### src/rtl/smiley_collision_pkg.sv
// Shared types for the smiley collision detector: channel indices and per-channel FSM states.
package smiley_collision_pkg;

  typedef enum logic [1:0] {CH_TOP, CH_LEFT, CH_RIGHT, CH_FLIPPER} coll_ch_e;
  localparam int NUM_COLL_CH = 4;

  typedef enum logic [1:0] {ST_ARMED, ST_REPORTED, ST_HOLDOFF} coll_state_e;

  // Hold-off counter width; a zero hold-off still gets a 1-bit counter.
  function automatic int holdoff_cnt_width(input int frames);
    return (frames < 1) ? 1 : $clog2(frames + 1);
  endfunction

endpackage

### src/rtl/smiley_collision_channel.sv
// One collision channel: arm/report/hold-off FSM with a frame hold-off counter and a registered pulse.
module smiley_collision_channel
  import smiley_collision_pkg::*;
#(
  parameter int HOLDOFF_FRAMES = 2
) (
  input  logic clk,
  input  logic reset,
  input  logic start_of_frame,
  input  logic pause,
  input  logic ovl,
  output logic pulse
);

  localparam int CW = holdoff_cnt_width(HOLDOFF_FRAMES);
  localparam logic [CW-1:0] CNT_LOAD = CW'(HOLDOFF_FRAMES);
  localparam logic [CW-1:0] CNT_ONE  = CW'(1);

  coll_state_e    state;
  logic [CW-1:0]  cnt;
  logic           armed_now;
  logic           fire;

  // A REPORTED channel re-arms on the frame's first pixel and may fire on that same pixel.
  assign armed_now = (state == ST_ARMED) || ((state == ST_REPORTED) && start_of_frame);
  assign fire      = armed_now && ovl && !pause;

  always_ff @(posedge clk) begin
    if (reset) begin
      state <= ST_ARMED;
      cnt   <= '0;
      pulse <= 1'b0;
    end else begin
      pulse <= fire;
      if (fire) begin
        if (HOLDOFF_FRAMES == 0) begin
          state <= ST_REPORTED;
        end else begin
          state <= ST_HOLDOFF;
          cnt   <= CNT_LOAD;
        end
      end else begin
        case (state)
          ST_REPORTED: if (start_of_frame) state <= ST_ARMED;
          ST_HOLDOFF: begin
            if (start_of_frame && !pause) begin
              if (cnt == CNT_ONE) state <= ST_REPORTED;
              cnt <= cnt - CNT_ONE;
            end
          end
          default: ;
        endcase
      end
    end
  end

endmodule

### src/rtl/smiley_collision_detector.sv
// Pixel-level smiley/scene collision detector with per-channel frame hold-off.
// Define SMILEY_COLLISION_COUNT_EN to add the saturating hitCount output.
module smiley_collision_detector
  import smiley_collision_pkg::*;
#(
  parameter int HOLDOFF_FRAMES = 2
) (
  input  logic        clk,
  input  logic        reset,
  input  logic        startOfFrame,
  input  logic        pause,
  input  logic        draw_smiley,
  input  logic        draw_border_top,
  input  logic        draw_border_left,
  input  logic        draw_border_right,
  input  logic        draw_flipper,
  output logic        collisionSmileyBorderTop,
  output logic        collisionSmileyBorderLeft,
  output logic        collisionSmileyBorderRight,
  output logic        collisionSmileyFlipper
`ifdef SMILEY_COLLISION_COUNT_EN
  ,
  output logic [15:0] hitCount
`endif
);

  logic [NUM_COLL_CH-1:0] draw_obj;
  logic [NUM_COLL_CH-1:0] ovl;
  logic [NUM_COLL_CH-1:0] pulse;

  assign draw_obj[CH_TOP]     = draw_border_top;
  assign draw_obj[CH_LEFT]    = draw_border_left;
  assign draw_obj[CH_RIGHT]   = draw_border_right;
  assign draw_obj[CH_FLIPPER] = draw_flipper;

  assign ovl = draw_obj & {NUM_COLL_CH{draw_smiley}};

  for (genvar g = 0; g < NUM_COLL_CH; g++) begin : g_ch
    smiley_collision_channel #(
      .HOLDOFF_FRAMES(HOLDOFF_FRAMES)
    ) u_ch (
      .clk           (clk),
      .reset         (reset),
      .start_of_frame(startOfFrame),
      .pause         (pause),
      .ovl           (ovl[g]),
      .pulse         (pulse[g])
    );
  end

  assign collisionSmileyBorderTop   = pulse[CH_TOP];
  assign collisionSmileyBorderLeft  = pulse[CH_LEFT];
  assign collisionSmileyBorderRight = pulse[CH_RIGHT];
  assign collisionSmileyFlipper     = pulse[CH_FLIPPER];

`ifdef SMILEY_COLLISION_COUNT_EN
  logic [2:0]  pulse_sum;
  logic [16:0] hit_sum;

  always_comb begin
    pulse_sum = '0;
    for (int i = 0; i < NUM_COLL_CH; i++) pulse_sum = pulse_sum + 3'(pulse[i]);
  end

  // Counts the registered pulses, so the count trails the pulses by one cycle.
  assign hit_sum = {1'b0, hitCount} + 17'(pulse_sum);

  always_ff @(posedge clk) begin
    if (reset) hitCount <= '0;
    else       hitCount <= hit_sum[16] ? 16'hFFFF : hit_sum[15:0];
  end
`endif

endmodule

### config.mk
export PLATFORM = sky130hd
export DESIGN_NAME = smiley_collision_detector
export DESIGN_NICKNAME = d
export VERILOG_FILES = /design/src/rtl/smiley_collision_pkg.sv /design/src/rtl/smiley_collision_channel.sv /design/src/rtl/smiley_collision_detector.sv
export SDC_FILE = /design/constraint.sdc
export NUM_CORES = 1
export LEC_CHECK = 0
export ABC_CLOCK_PERIOD_IN_PS = 1380
export CAP_MARGIN = 10
export CORE_ASPECT_RATIO = 1.1
export CORE_MARGIN = 2
export CORE_UTILIZATION = 55
export DETAILED_ROUTE_END_ITERATION = 16
export PLACE_DENSITY_LB_ADDON = 0.2
export SYNTH_ARGS = -nofsm -noshare
export SYNTH_HDL_FRONTEND = slang
export SYNTH_SLANG_ARGS = --single-unit
### constraint.sdc
create_clock -name clk -period 1.38 [get_ports clk]
set_input_delay 0.276 -clock clk [delete_from_list [all_inputs] [get_ports clk]]
set_output_delay 0.276 -clock clk [all_outputs]
set_load 0.02 [all_outputs]
# ---- Word-level counts from Yosys, hierarchy flattened
# Index checks and enable logic that the tools add are counted.
dict set report op_classes {
  reduce_logical 58
  bitwise_logic 1
  add_sub_neg 4
  n_eq_ne 36
  n_mux 29
}
# op n
set op_table {}
lappend op_table {{2-bit two-way mux} 25}
lappend op_table {{4-bit AND reduction} 8}
lappend op_table {{2-bit nonzero test} 12}
lappend op_table {{3-bit by 2-bit != test with 1-bit output (second input constant)} 7}
lappend op_table {{2-bit by 1-bit equality test with 1-bit output (second input constant)} 8}
lappend op_table {{2-bit case mux with 2 select lines} 4}
lappend op_table {{2-bit AND reduction} 8}
lappend op_table {{3-bit by 1-bit != test with 1-bit output (second input constant)} 5}
lappend op_table {{2-bit != test (second input constant)} 7}
lappend op_table {{1-bit logical AND} 13}
lappend op_table {{3-bit nonzero test} 4}
lappend op_table {{2-bit by 1-bit != test with 1-bit output (second input constant)} 5}
lappend op_table {{2-bit equality test (second input constant)} 4}
lappend op_table {{2-bit logical NOT} 4}
lappend op_table {{2-bit OR reduction} 4}
lappend op_table {{2-bit by 1-bit subtractor with 2-bit output (second input constant)} 4}
lappend op_table {{4-bit bitwise AND} 1}
lappend op_table {{1-bit logical OR} 4}
lappend op_table {{1-bit logical NOT} 1}
dict set report totals {
  reg_bits 20
  out_inout_bits 4
  word_cells 148
}

# ---- Depth between registers and ports, before layout
# Gate-level depths: netlist (run 1).
dict set report logic_depth {
  ltp_word 7
  mapped_depth 5
  mapped_depth_nobuf 5
}

# ---- Hierarchy
# A second synthesis (run 1) with hierarchy kept.
dict set report hier_totals {
  hier_cells 92
  hier_area_um2 996.0
}
# module area_each_um2 cells_per_inst instances
set by_module_without_submodules {}
lappend by_module_without_submodules {smiley_collision_channel 242.7 22 4}
lappend by_module_without_submodules {smiley_collision_detector 25.0 4 1}

# ---- Worst setup path after synthesis (run 1)
# Ideal clock, no wire load.
dict set report synth_path {
  path_kind {register -> register}
  from {register g_ch[0].u_ch.state[0]}
  to {register g_ch[0].u_ch.cnt[1]}
  arrival_time_ns 1.162
  period_less_slack_ns 1.277
  path_stages_with_launch 6
  path_slack_ns 0.103
  path_buffers 0
  t_required_ns 1.265
  cell_sequence {dfxtp_1 > inv_1 > ha_1 > nand3b_1 > mux2_4 > o21ba_1}
}
dict set report synth_via {
  elab_chain_len 7
  elab_cells_between_ends 11
  cone_classes {2 x eq/ne; 1 x mux; 8 x reduce/logical}
}
# item line
set synth_lines {}
lappend synth_lines {{start, declared} smiley_collision_channel.sv:19} ;# coll_state_e state;
lappend synth_lines {{start signal, assigned} smiley_collision_channel.sv:30} ;# state <= ST_ARMED;
lappend synth_lines {{start signal, assigned} smiley_collision_channel.sv:37} ;# state <= ST_REPORTED;
lappend synth_lines {{start signal, assigned} smiley_collision_channel.sv:39} ;# state <= ST_HOLDOFF;
lappend synth_lines {{2-bit by 1-bit equality test with 1-bit output} smiley_collision_channel.sv:25} ;# assign armed_now = (state == ST_ARMED) || ((state == ST_REPORTED) && start_of_frame);
lappend synth_lines {{1-bit logical AND} smiley_collision_channel.sv:25}
lappend synth_lines {{1-bit logical OR} smiley_collision_channel.sv:25}
lappend synth_lines {{1-bit logical AND (2 in series)} smiley_collision_channel.sv:26} ;# assign fire = armed_now && ovl && !pause;
lappend synth_lines {{2-bit nonzero test (no source line)} n/a}
lappend synth_lines {{2-bit AND reduction (no source line)} n/a}
lappend synth_lines {{end signal, assigned} smiley_collision_channel.sv:48} ;# cnt <= cnt - CNT_ONE;
lappend synth_lines {{end, declared} smiley_collision_channel.sv:20} ;# logic [CW-1:0] cnt;
# Parallel ways exist; a longest one is shown, timed or not.
# A chain may end at the register's enable or synchronous reset.

# ---- Worst setup path after layout (run 1)
dict set report layout_path {
  from {register g_ch[3].u_ch.state[0]}
  to {register g_ch[3].u_ch.cnt[1]}
}
dict set report layout_via {
  elab_chain_len 7
  elab_cells_between_ends 11
  cone_classes {2 x eq/ne; 1 x mux; 8 x reduce/logical}
}
# item line
set layout_lines {}
lappend layout_lines {{start, declared} smiley_collision_channel.sv:19}
lappend layout_lines {{start signal, assigned} smiley_collision_channel.sv:30}
lappend layout_lines {{start signal, assigned} smiley_collision_channel.sv:37}
lappend layout_lines {{start signal, assigned} smiley_collision_channel.sv:39}
lappend layout_lines {{2-bit by 1-bit equality test with 1-bit output} smiley_collision_channel.sv:25}
lappend layout_lines {{1-bit logical AND} smiley_collision_channel.sv:25}
lappend layout_lines {{1-bit logical OR} smiley_collision_channel.sv:25}
lappend layout_lines {{1-bit logical AND (2 in series)} smiley_collision_channel.sv:26}
lappend layout_lines {{2-bit nonzero test (no source line)} n/a}
lappend layout_lines {{2-bit AND reduction (no source line)} n/a}
lappend layout_lines {{end signal, assigned} smiley_collision_channel.sv:48}
lappend layout_lines {{end, declared} smiley_collision_channel.sv:20}
# Parallel ways exist; a longest one is shown, timed or not.

==> out/results.ini, run 1 <==
[synth]
ys.flop_type = sky130_fd_sc_hd__dfxtp_1
count_of_different_cell_masters_after_synthesis = 30
synth-edff-count = 0
synth-seq-area-share = 0.328
netlist_top_cells_area = sky130_fd_sc_hd__dfxtp_1, sky130_fd_sc_hd__ha_1, sky130_fd_sc_hd__inv_1
yosys_warnings = 0
postSynth.asyncResetShare = 0
synth_area_um2 = 1220
postSynthRegisterBits = 20
syn_avg_cell_area_um2 = 10.5
synth_top_cell_by_area = sky130_fd_sc_hd__dfxtp_1
post_synth_inst_count = 116
yosysTopAreaCellShare = 0.328
syn_nets = 141

[timing]
rsz_0062_raised_after_global_routing = no
hold_slack_ns = 0.505
finalCritPeriodShare = 0.962
post-route-min-period_ns = 1.33
max_slew_margin = 0.781
setup_slack_ns = 0.0528
max_freq_mhz = 753
max_slew.worst_pin.slew_ns = 0.327
final_report_hold_violation_count = 0
final_setup_violation_count = 0
slew_violations = 0
clock-skew-final_ns = 0.00548

[hold_path]
whs_endpoint = g_ch[2].u_ch.state[1]
min_path_type = flop to flop
min-delay-start = g_ch[2].u_ch.state[1]
whs_path_depth = 2

[critical_path]
kind_of_end_point_of_the_critical_path = flop
timing.critical_path.required_ns = 1.57
regToRegStartpoint = g_ch[3].u_ch.state[0]
critical_path.top_delay_family = compound AO/OA/AOI/OAI gates
reg2reg_slack_ns = 0.05
critPathBufInv = 1
crit_path_max_fanout = 3
startpoint_type = flop
timing_worst_setup_path_type = flop to flop
rr_worst_depth = 5
critPathSlowestCell = sky130_fd_sc_hd__dfxtp_2
worst_stage_delay_on_the_critical_path_ns = 0.34
rr_endpoint = g_ch[3].u_ch.cnt[1]
cell_by_cell_listing_of_the_critical_path = buf_4 > ha_1 > a21oi_2 > nor3b_2 > o21ba_1
critPathArrivalTime_ns = 1.52
critical_path_depth = 5

[power_and_ir_drop]
power.density_cell_area_nw_per_um2 = 725
power.static_leakage_uw = 0.000625
vdd_drop_max_v = 0.000580

[place]
gp_congestion = 0.762
dpl_cell_area_um2 = 1430
place.detailed.hpwl_um = 1850
port-buffer-count = 12
placement.setup.worst_slack_ns = -0.291

[grt]
grt-ovfl-total = 0
grt_first_pass_wirelength_um = 3920
grt_pass1_vias = 942
grt_antenna_before_repair = 0
grt_max_degree = 11
gr-usage-all-layers = 0.200

[route]
drt_pass1_iterations = 4
routed_via_density = 5.37
drt-wirelength-per-cell_um = 13.8
drt_iter0_drc = 13
routed_wirelength_um = 2300
antenna_violating_nets_post_route = 0
drc = 0
route.vias.total = 896

[final_layout]
layout_cell_share_with_drive_strength_beyond_1 = 0.266
utilization_after_layout = 0.717
finish.instance_area_um2 = 1480
nNetsFinal = 166
most_used_cells_in_the_layout_excluding_fill_and_tap_cells = sky130_fd_sc_hd__ha_1, sky130_fd_sc_hd__dfxtp_1, sky130_fd_sc_hd__inv_1
num-fill-cells = 156
n_antenna_cell = 0
area_growth_syn_to_layout_pct = 21.1

[clock_network]
cts_root_buffer = sky130_fd_sc_hd__clkbuf_4
clock_sink_count = 20
clock_tree_from_tritoncts = done
cts_hold_buf = 0
htree_num_levels = 1
cts_buffer_depth = 2
worst_skew_pair_later_pin_latency_ns = 0.29
numCtsBuffers = 3
clock_transition_at_the_registers_of_the_reported_paths_ns = 0.11

[floorplanning]
io_pins = 13
fp.dieArea_um2 = 2620
core-area_um2 = 2060
initial_utilization = 0.592
chipHeight_um = 53.4
row_count = 17
floorplan.die.width_um = 49.0

[outcome]
result_of_the_run = complete, no violations

[run]
drv_cap = 0

-- final cells by class --
cell class	count	area [um2]	share of cell area
Tap cell	28	35.0	0.0237
Timing Repair Buffer	23	200	0.135
Multi-Input combinational cell	79	763	0.516
Clock buffer	3	22.5	0.0152
Inverter	14	52.6	0.0355
Sequential cell	20	407	0.275
-- cells by family (layout without fill, tap and decap cells) --
group	count (synthesis)	count (layout)	share of synthesized area
buf+inv	17	40	0.0604
fa+ha+maj	16	16	0.164
xor+xnor	4	4	0.0287
simple gates	39	39	0.276
compound gates	16	16	0.102
flops	20	20	0.328
mux	4	4	0.0409
-- tightest hold or removal path, stage by stage, from the launching register on --
cell and delay, ns:
sky130_fd_sc_hd__dfxtp_2 0.35, sky130_fd_sc_hd__nand2b_1 0.07, sky130_fd_sc_hd__o32ai_1 0.06
-- per-layer routing --
metal  vias up  global-route usage  routed length (um)
met5         -                   0                   0
met4         0              0.0857                  30
met3         4              0.0311                  38
met2         9               0.420                1290
met1       432               0.194                 940
li1        451                   -                   -
-- how the worst max path moves through the flow --
stage | from | endpoint
after floorplan | g_ch[0].u_ch.state[0] | g_ch[0].u_ch.cnt[1]
after global placement | startOfFrame | g_ch[1].u_ch.state[1]
after detailed placement | startOfFrame | g_ch[1].u_ch.state[1]
after CTS | g_ch[0].u_ch.state[0] | g_ch[0].u_ch.cnt[1]
after global routing | g_ch[2].u_ch.state[1] | g_ch[2].u_ch.state[1]
final | g_ch[3].u_ch.state[0] | g_ch[3].u_ch.cnt[1]
-- what timing repair did --
action / CTS / global route
setup endpoints to repair: 4 / 9
resized for setup: 4 / 10
buffers inserted: 0 / 1
gates cloned: 0 / 0
-- flip-flops by register name (all words and copies together) (netlist names) --
signal and flops:
g_ch.u_ch.cnt 8, g_ch.u_ch.state 8, g_ch.u_ch.pulse 4
-- metrics by stage --
step,instances,setup TNS [ns],power [uW]
after floorplan,116,0,744
after global placement,163,-3.04,811
after detailed placement,163,-3.65,820
after CTS,166,0,1080
after global routing,167,0,1140
final,167,0,1070
-- cell usage after synthesis, types with 2 or more instances --
cell                       instances
sky130_fd_sc_hd__a21oi_1           4
sky130_fd_sc_hd__a31o_1            2
sky130_fd_sc_hd__a31oi_1           4
sky130_fd_sc_hd__and2b_1           2
sky130_fd_sc_hd__and4b_1           2
sky130_fd_sc_hd__buf_2             2
sky130_fd_sc_hd__dfxtp_1          20
sky130_fd_sc_hd__ha_1             16
sky130_fd_sc_hd__inv_1            14
sky130_fd_sc_hd__mux2_4            2
sky130_fd_sc_hd__mux2i_1           2
sky130_fd_sc_hd__nand2b_1          4
sky130_fd_sc_hd__nand3_1           2
sky130_fd_sc_hd__nand3b_1          6
sky130_fd_sc_hd__nor2_1            4
sky130_fd_sc_hd__nor3_1            4
sky130_fd_sc_hd__nor3b_1           4
sky130_fd_sc_hd__nor3b_2           3
sky130_fd_sc_hd__nor4_2            2
sky130_fd_sc_hd__nor4b_4           2
sky130_fd_sc_hd__o21ba_1           2
sky130_fd_sc_hd__o32ai_1           2
sky130_fd_sc_hd__xor2_1            4
-- where the power goes --
group | switching (uW) | leakage (uW) | internal (uW)
sequential | 12.0 | 0.000165 | 598
combinational | 94.2 | 0.000446 | 104
clock | 164 | 0.0000138 | 101
No activity file was read; power rests on OpenSTA's default activity.
==> run 2: changes to the inputs <==
--- a/config.mk
+++ b/config.mk
@@ -8,7 +8,7 @@
 export ABC_CLOCK_PERIOD_IN_PS = 1380
 export CAP_MARGIN = 10
 export CORE_ASPECT_RATIO = 1.1
-export CORE_MARGIN = 2
+export CORE_MARGIN = 4
 export CORE_UTILIZATION = 55
 export DETAILED_ROUTE_END_ITERATION = 16
 export PLACE_DENSITY_LB_ADDON = 0.2
==> out/results.ini, run 2 (synthesis gave the netlist of run 1 again) <==
[power_and_ir_drop]
power.static_leakage_uw = 0.000624  ; -0.20%
power_switching_uw = 281  ; +4.3%
switching_share = 0.259  ; +0.00710
sequentialPowerShare = 0.561  ; -0.007
power.density_cell_area_nw_per_um2 = 732  ; +1.0%
comb_power_share = 0.186  ; about the same
power_frac_clock = 0.253  ; +0.006
vdd_drop_max_v = 0.000536  ; -7.6%
intPower_uw = 807  ; +0.46%

[clock_network]
clock_tree_from_tritoncts = done
clock_transition_at_the_registers_of_the_reported_paths_ns = 0.11  ; about the same
cts_hold_buf = 0  ; unchanged
cts_buffer_depth = 2  ; unchanged
cts_root_buffer = sky130_fd_sc_hd__clkbuf_4
clock_sink_count = 20  ; unchanged
numCtsBuffers = 3  ; unchanged
htree_num_levels = 1  ; unchanged
postCtsSetupBuffers = 0  ; unchanged
worst_skew_pair_later_pin_latency_ns = 0.30  ; about the same

[critical_path]
regToRegStartpoint = g_ch[0].u_ch.state[0]
reg2reg_slack_ns = 0.08  ; +0.03 ns
rr_worst_depth = 5  ; unchanged
startpoint_type = flop
critical_path.top_delay_family = flip-flops
kind_of_end_point_of_the_critical_path = flop
critPathBufInv = 1  ; unchanged
crit_path_max_fanout = 3  ; unchanged
cell_by_cell_listing_of_the_critical_path = inv_2 > ha_2 > nand3b_1 > mux2_4 > o21ba_1
rr_endpoint = g_ch[0].u_ch.cnt[1]
timing.critical_path.required_ns = 1.59  ; +0.02 ns
startpoint = g_ch[0].u_ch.state[0]
critPathArrivalTime_ns = 1.51  ; about the same
timing_worst_setup_path_type = flop to flop
critical_path_depth = 5  ; unchanged
critPathSlowestCell = sky130_fd_sc_hd__dfxtp_2
critical_path.endpoint = g_ch[0].u_ch.cnt[1]
worst_stage_delay_on_the_critical_path_ns = 0.35  ; about the same

[outcome]
result_of_the_run = complete, no violations

[timing]
final_report_hold_violation_count = 0  ; unchanged
slew_violations = 0  ; unchanged
max_slew.worst_pin.slew_ns = 0.237  ; -0.0902 ns
max_slew_margin = 0.841  ; +0.0599
finalCritPeriodShare = 0.940  ; -0.0215
final_setup_violation_count = 0  ; unchanged
post-route-min-period_ns = 1.30  ; -0.0296 ns
clock-skew-final_ns = 0.0107  ; +0.00519 ns
max_freq_mhz = 771  ; +2.3%

[final_layout]
most_used_cells_in_the_layout_excluding_fill_and_tap_cells = sky130_fd_sc_hd__dfxtp_1, sky130_fd_sc_hd__ha_1, sky130_fd_sc_hd__inv_1
finish.instance_area_um2 = 1490  ; +0.42%
area_growth_syn_to_layout_pct = 21.6
layout_cell_share_with_drive_strength_beyond_1 = 0.277  ; +0.0112
most_common_cell_after_layout_fill_and_taps_aside = sky130_fd_sc_hd__dfxtp_1
instances_no_fill = 165  ; -1.2%
nNetsFinal = 164  ; -1.2%
biggest_registers_after_layout = g_ch.u_ch.cnt: 8 flops, g_ch.u_ch.state: 8 flops, g_ch.u_ch.pulse: 4 flops
n_antenna_cell = 0  ; unchanged

[run]
drv_cap = 0  ; unchanged

[route]
routed_via_density = 5.41  ; +0.76%
drt_pass1_iterations = 4  ; unchanged
route.vias.total = 892  ; -0.45%
drt_iter0_drc = 7  ; -6
drc = 0  ; unchanged
antenna_violating_nets_post_route = 0  ; unchanged
routed_wirelength_um = 2370  ; +3.2%
drt-wirelength-per-cell_um = 14.4  ; +4.5%

[place]
place.detailed.hpwl_um = 1860  ; +0.28%
dpl_cell_area_um2 = 1440  ; +0.35%
gp_congestion = 0.800  ; +4.9%
post-place-cells = 162  ; -0.61%
port-buffer-count = 12  ; unchanged

[floorplanning]
fp.dieArea_um2 = 3040  ; +16%
initial_utilization = 0.592  ; unchanged
floorplan.die.width_um = 53.0  ; +8.2%
io_pins = 13  ; unchanged
row_count = 17  ; unchanged
chipHeight_um = 57.4  ; +7.5%
core-area_um2 = 2060  ; unchanged

[hold_path]
min_path_type = flop to flop
min-delay-start = g_ch[2].u_ch.state[1]
whs_path_depth = 2  ; unchanged

[grt]
grt_first_pass_wirelength_um = 4010  ; +2.3%
grt_antenna_before_repair = 0  ; unchanged
grt_max_degree = 18  ; +7
grt_pass1_vias = 994  ; +5.5%
grt-ovfl-total = 0  ; unchanged
gr-usage-all-layers = 0.178  ; -0.0222

[run 2: area by class of cell]
class	count	area, um2
inverter	14	52.6
multi-input combinational	79	773
clock buffer	3	22.5
fill	172	577
timing repair buffer	21	198
sequential	20	405
tap	28	35.0
[run 2: what timing repair did]
item | in CTS | in global routing
cloned | 0 | 0
gates resized for setup | 5 | 12
setup endpoints to repair | 5 | 11
pin swaps | 0 | 2
[run 2: per-layer routing]
metal  share of wire  wire length (um)  vias up  track usage
li1                -                 -      446            -
met1            0.38               911      421        0.177
met2            0.55              1310       17        0.339
met3           0.030                70        8       0.0366
met4           0.032                75        0       0.0839
met5               0                 0        -            0
[run 2: power groups by stage]
stage               sequential (uW)  clock, uW  combinational, uW
finish                          610        275                203
global route                    613        304                223
CTS                             610        285                198
detailed placement              623          0                199
global placement                621          0                192
floorplan                       624          0                120
[run 2: worst reg2reg max path, stage by stage, from the launching register on]
cell                       delay [ns]
sky130_fd_sc_hd__dfxtp_2         0.35
sky130_fd_sc_hd__inv_2           0.06
sky130_fd_sc_hd__ha_2            0.20
sky130_fd_sc_hd__nand3b_1        0.14
sky130_fd_sc_hd__mux2_4          0.32
sky130_fd_sc_hd__o21ba_1         0.16
[run 2: worst min path at each step]
stage,end,slack [ns]
2_1_floorplan,g_ch[3].u_ch.pulse,0.35
3_3_place_gp,g_ch[3].u_ch.state[1],0.49
3_5_place_dp,g_ch[0].u_ch.state[1],0.50
4_1_cts,g_ch[0].u_ch.state[1],0.52
5_1_grt,g_ch[2].u_ch.state[1],0.55
6_report,g_ch[2].u_ch.state[1],0.52
[run 2: metrics by stage]
stage	hold slack [ns]	total power (uW)	utilization	TNS, ns	setup WS, ns
6_report	0.518	1090	0.720	0	0.0824
2_1_floorplan	0.351	744	-	0	0.103
3_3_place_gp	0.494	813	0.696	-3.12	-0.248
4_1_cts	0.525	1090	0.705	0	0.0215
3_5_place_dp	0.500	822	0.696	-3.66	-0.276
5_1_grt	0.552	1140	0.720	-0.00816	-0.00816
==> run 3: changes to the inputs <==
--- a/config.mk
+++ b/config.mk
@@ -10,8 +10,10 @@
 export CORE_ASPECT_RATIO = 1.1
 export CORE_MARGIN = 4
 export CORE_UTILIZATION = 55
+export CTS_CLUSTER_SIZE = 12
 export DETAILED_ROUTE_END_ITERATION = 16
 export PLACE_DENSITY_LB_ADDON = 0.2
 export SYNTH_ARGS = -nofsm -noshare
 export SYNTH_HDL_FRONTEND = slang
 export SYNTH_SLANG_ARGS = --single-unit
+export TNS_END_PERCENT = 1
==> out/results.ini, run 3 (synthesis gave the netlist of run 1 again) <==
[outcome]
result_of_the_run = complete, no violations

[floorplanning]
chipHeight_um = 57.4  ; unchanged
initial_utilization = 0.592  ; unchanged
io_pins = 13  ; unchanged
core-area_um2 = 2060  ; unchanged
floorplan.die.width_um = 53.0  ; unchanged
fp.dieArea_um2 = 3040  ; unchanged
row_count = 17  ; unchanged

[final_layout]
n_antenna_cell = 0  ; unchanged
area_growth_syn_to_layout_pct = 21.3
multiInputGateArea_um2 = 769  ; -0.49%
utilization_after_layout = 0.719  ; -0.00182
layout_cell_share_with_drive_strength_beyond_1 = 0.263  ; -0.0146
most_common_cell_after_layout_fill_and_taps_aside = sky130_fd_sc_hd__dfxtp_1
nNetsFinal = 164  ; unchanged
num-fill-cells = 171  ; -0.58%
area_taken_by_flip_flops_and_latches_um2 = 405  ; unchanged
biggest_registers_after_layout = g_ch.u_ch.cnt: 8 flops, g_ch.u_ch.state: 8 flops, g_ch.u_ch.pulse: 4 flops
most_used_cells_in_the_layout_excluding_fill_and_tap_cells = sky130_fd_sc_hd__dfxtp_1, sky130_fd_sc_hd__ha_1, sky130_fd_sc_hd__inv_1

[timing]
max_slew.worst_pin.slew_ns = 0.243  ; +0.00557 ns
finalCritPeriodShare = 0.944  ; +0.00417
clock-skew-final_ns = 0.00993  ; -0.000740 ns
max_freq_mhz = 767  ; -0.44%
final_setup_violation_count = 0  ; unchanged
fin_setup_tns_ns = 0  ; unchanged
post-route-min-period_ns = 1.30  ; +0.00575 ns
final_report_hold_violation_count = 0  ; unchanged
max_slew_margin = 0.838  ; -0.00373
slew_violations = 0  ; unchanged
rsz_0062_raised_after_global_routing = yes
setup_slack_ns = 0.0767  ; -0.00575 ns

[critical_path]
regToRegStartpoint = g_ch[0].u_ch.state[0]
critPathArrivalTime_ns = 1.51  ; about the same
startpoint_type = flop
timing_worst_setup_path_type = flop to flop
reg2reg_slack_ns = 0.08  ; about the same
kind_of_end_point_of_the_critical_path = flop
worst_stage_delay_on_the_critical_path_ns = 0.35  ; about the same
rr_endpoint = g_ch[0].u_ch.cnt[1]
crit_path_max_fanout = 3  ; unchanged
critPathSlowestCell = sky130_fd_sc_hd__dfxtp_2
timing.critical_path.required_ns = 1.59  ; about the same
cell_by_cell_listing_of_the_critical_path = inv_2 > ha_2 > nand3b_1 > mux2_4 > o21ba_1
rr_worst_depth = 5  ; unchanged

[clock_network]
worst_skew_pair_later_pin_latency_ns = 0.30  ; about the same
clock_sink_count = 20  ; unchanged
cts_root_buffer = sky130_fd_sc_hd__clkbuf_4
htree_num_levels = 1  ; unchanged
numCtsBuffers = 3  ; unchanged
clock_tree_from_tritoncts = done
cts_hold_buf = 0  ; unchanged
cts_buffer_depth = 2  ; unchanged
clock_transition_at_the_registers_of_the_reported_paths_ns = 0.11  ; about the same

[power_and_ir_drop]
power_switching_uw = 280  ; -0.66%
power_frac_clock = 0.252  ; about the same
vdd_drop_max_v = 0.000536  ; about the same
power.static_leakage_uw = 0.000624  ; about the same
comb_power_share = 0.186  ; about the same
intPower_uw = 807  ; about the same
sequentialPowerShare = 0.562  ; about the same
switching_share = 0.257  ; -0.00111
power.density_cell_area_nw_per_um2 = 733  ; about the same

[run]
drv_cap = 0  ; unchanged

[route]
routed_wirelength_um = 2360  ; -0.46%
routed_via_density = 5.37  ; -0.67%
drt-wirelength-per-cell_um = 14.3  ; -0.46%
drt_pass1_iterations = 4  ; unchanged
route.vias.total = 886  ; -0.67%
antenna_violating_nets_post_route = 0  ; unchanged
drc = 0  ; unchanged
drt_iter0_drc = 7  ; unchanged

[hold_path]
min-delay-start = g_ch[2].u_ch.state[1]
min_path_type = flop to flop
whs_path_depth = 2  ; unchanged
whs_endpoint = g_ch[2].u_ch.state[1]

[grt]
gr-usage-all-layers = 0.178  ; unchanged
grt_antenna_before_repair = 0  ; unchanged
grt_pass1_vias = 994  ; unchanged
grt_max_degree = 18  ; unchanged
grt_first_pass_wirelength_um = 4010  ; unchanged
grt-ovfl-total = 0  ; unchanged

[place]
place.detailed.hpwl_um = 1860  ; unchanged
placement.setup.worst_slack_ns = -0.276  ; unchanged
gp_congestion = 0.800  ; unchanged
port-buffer-count = 12  ; unchanged

-- run 3: cell count changes in the layout (fill, tap and decap cells not counted) --
| cell | previous run | this run |
|---|---|---|
| sky130_fd_sc_hd__a21oi_1 | 3 | 4 |
| sky130_fd_sc_hd__a21oi_2 | 2 | 1 |
| sky130_fd_sc_hd__inv_1 | 12 | 13 |
| sky130_fd_sc_hd__inv_2 | 2 | 1 |
-- run 3: area by class of cell --
type,count,area share
Sequential cell,20,0.273
Clock buffer,3,0.0152
Inverter,14,0.0354
Timing Repair Buffer,21,0.133
Tap cell,28,0.0236
Multi-Input combinational cell,79,0.519
-- run 3: worst max-delay path by stage --
stage                                startpoint               endpoint  slack, ns
final                     g_ch[0].u_ch.state[0]    g_ch[0].u_ch.cnt[1]       0.08
after global routing      g_ch[2].u_ch.state[1]  g_ch[2].u_ch.state[0]      -0.03
after CTS                 g_ch[0].u_ch.state[0]    g_ch[0].u_ch.cnt[1]       0.02
after detailed placement           startOfFrame  g_ch[1].u_ch.state[1]      -0.28
after global placement             startOfFrame  g_ch[1].u_ch.state[1]      -0.25
after floorplan           g_ch[0].u_ch.state[0]    g_ch[0].u_ch.cnt[1]       0.10
-- run 3: metrics by stage --
stage          std cells  power (uW)  cell area [um2]  hold slack, ns
2_1_floorplan        116         744             1220           0.351
3_3_place_gp         162         813             1440           0.494
3_5_place_dp         162         822             1440           0.500
4_1_cts              165        1090             1460           0.525
5_1_grt              165        1140             1480           0.552
6_report             165        1090             1480           0.517
-- run 3: critical path: cells and delay by family (launching register included) --
kind	cells	cell delay, ns
AOI/OAI and AO/OA	1	0.16
and+or+nand+nor	1	0.14
buffers and inverters	1	0.06
muxes	1	0.32
DFF	1	0.35
adders and majority gates	1	0.20
-- run 3: timing repair --
item / in CTS / in global routing
setup endpoints to repair: 5 / 11
buffers inserted: 0 / 0
gates resized for setup: 5 / 10
-- run 3: per-layer routing --
| metal | share of wire | track usage | wire, um |
|---|---|---|---|
| met1 | 0.38 | 0.177 | 905 |
| met2 | 0.55 | 0.339 | 1310 |
| met3 | 0.030 | 0.0366 | 70 |
| met4 | 0.032 | 0.0839 | 75 |
| met5 | 0 | 0 | 0 |
-- run 3: power groups by stage --
stage          clock, uW  sequential, uW  combinational [uW]
6_report             274             610                 202
5_1_grt              304             613                 222
4_1_cts              285             610                 198
3_5_place_dp           0             623                 199
3_3_place_gp           0             621                 192
2_1_floorplan          0             624                 120
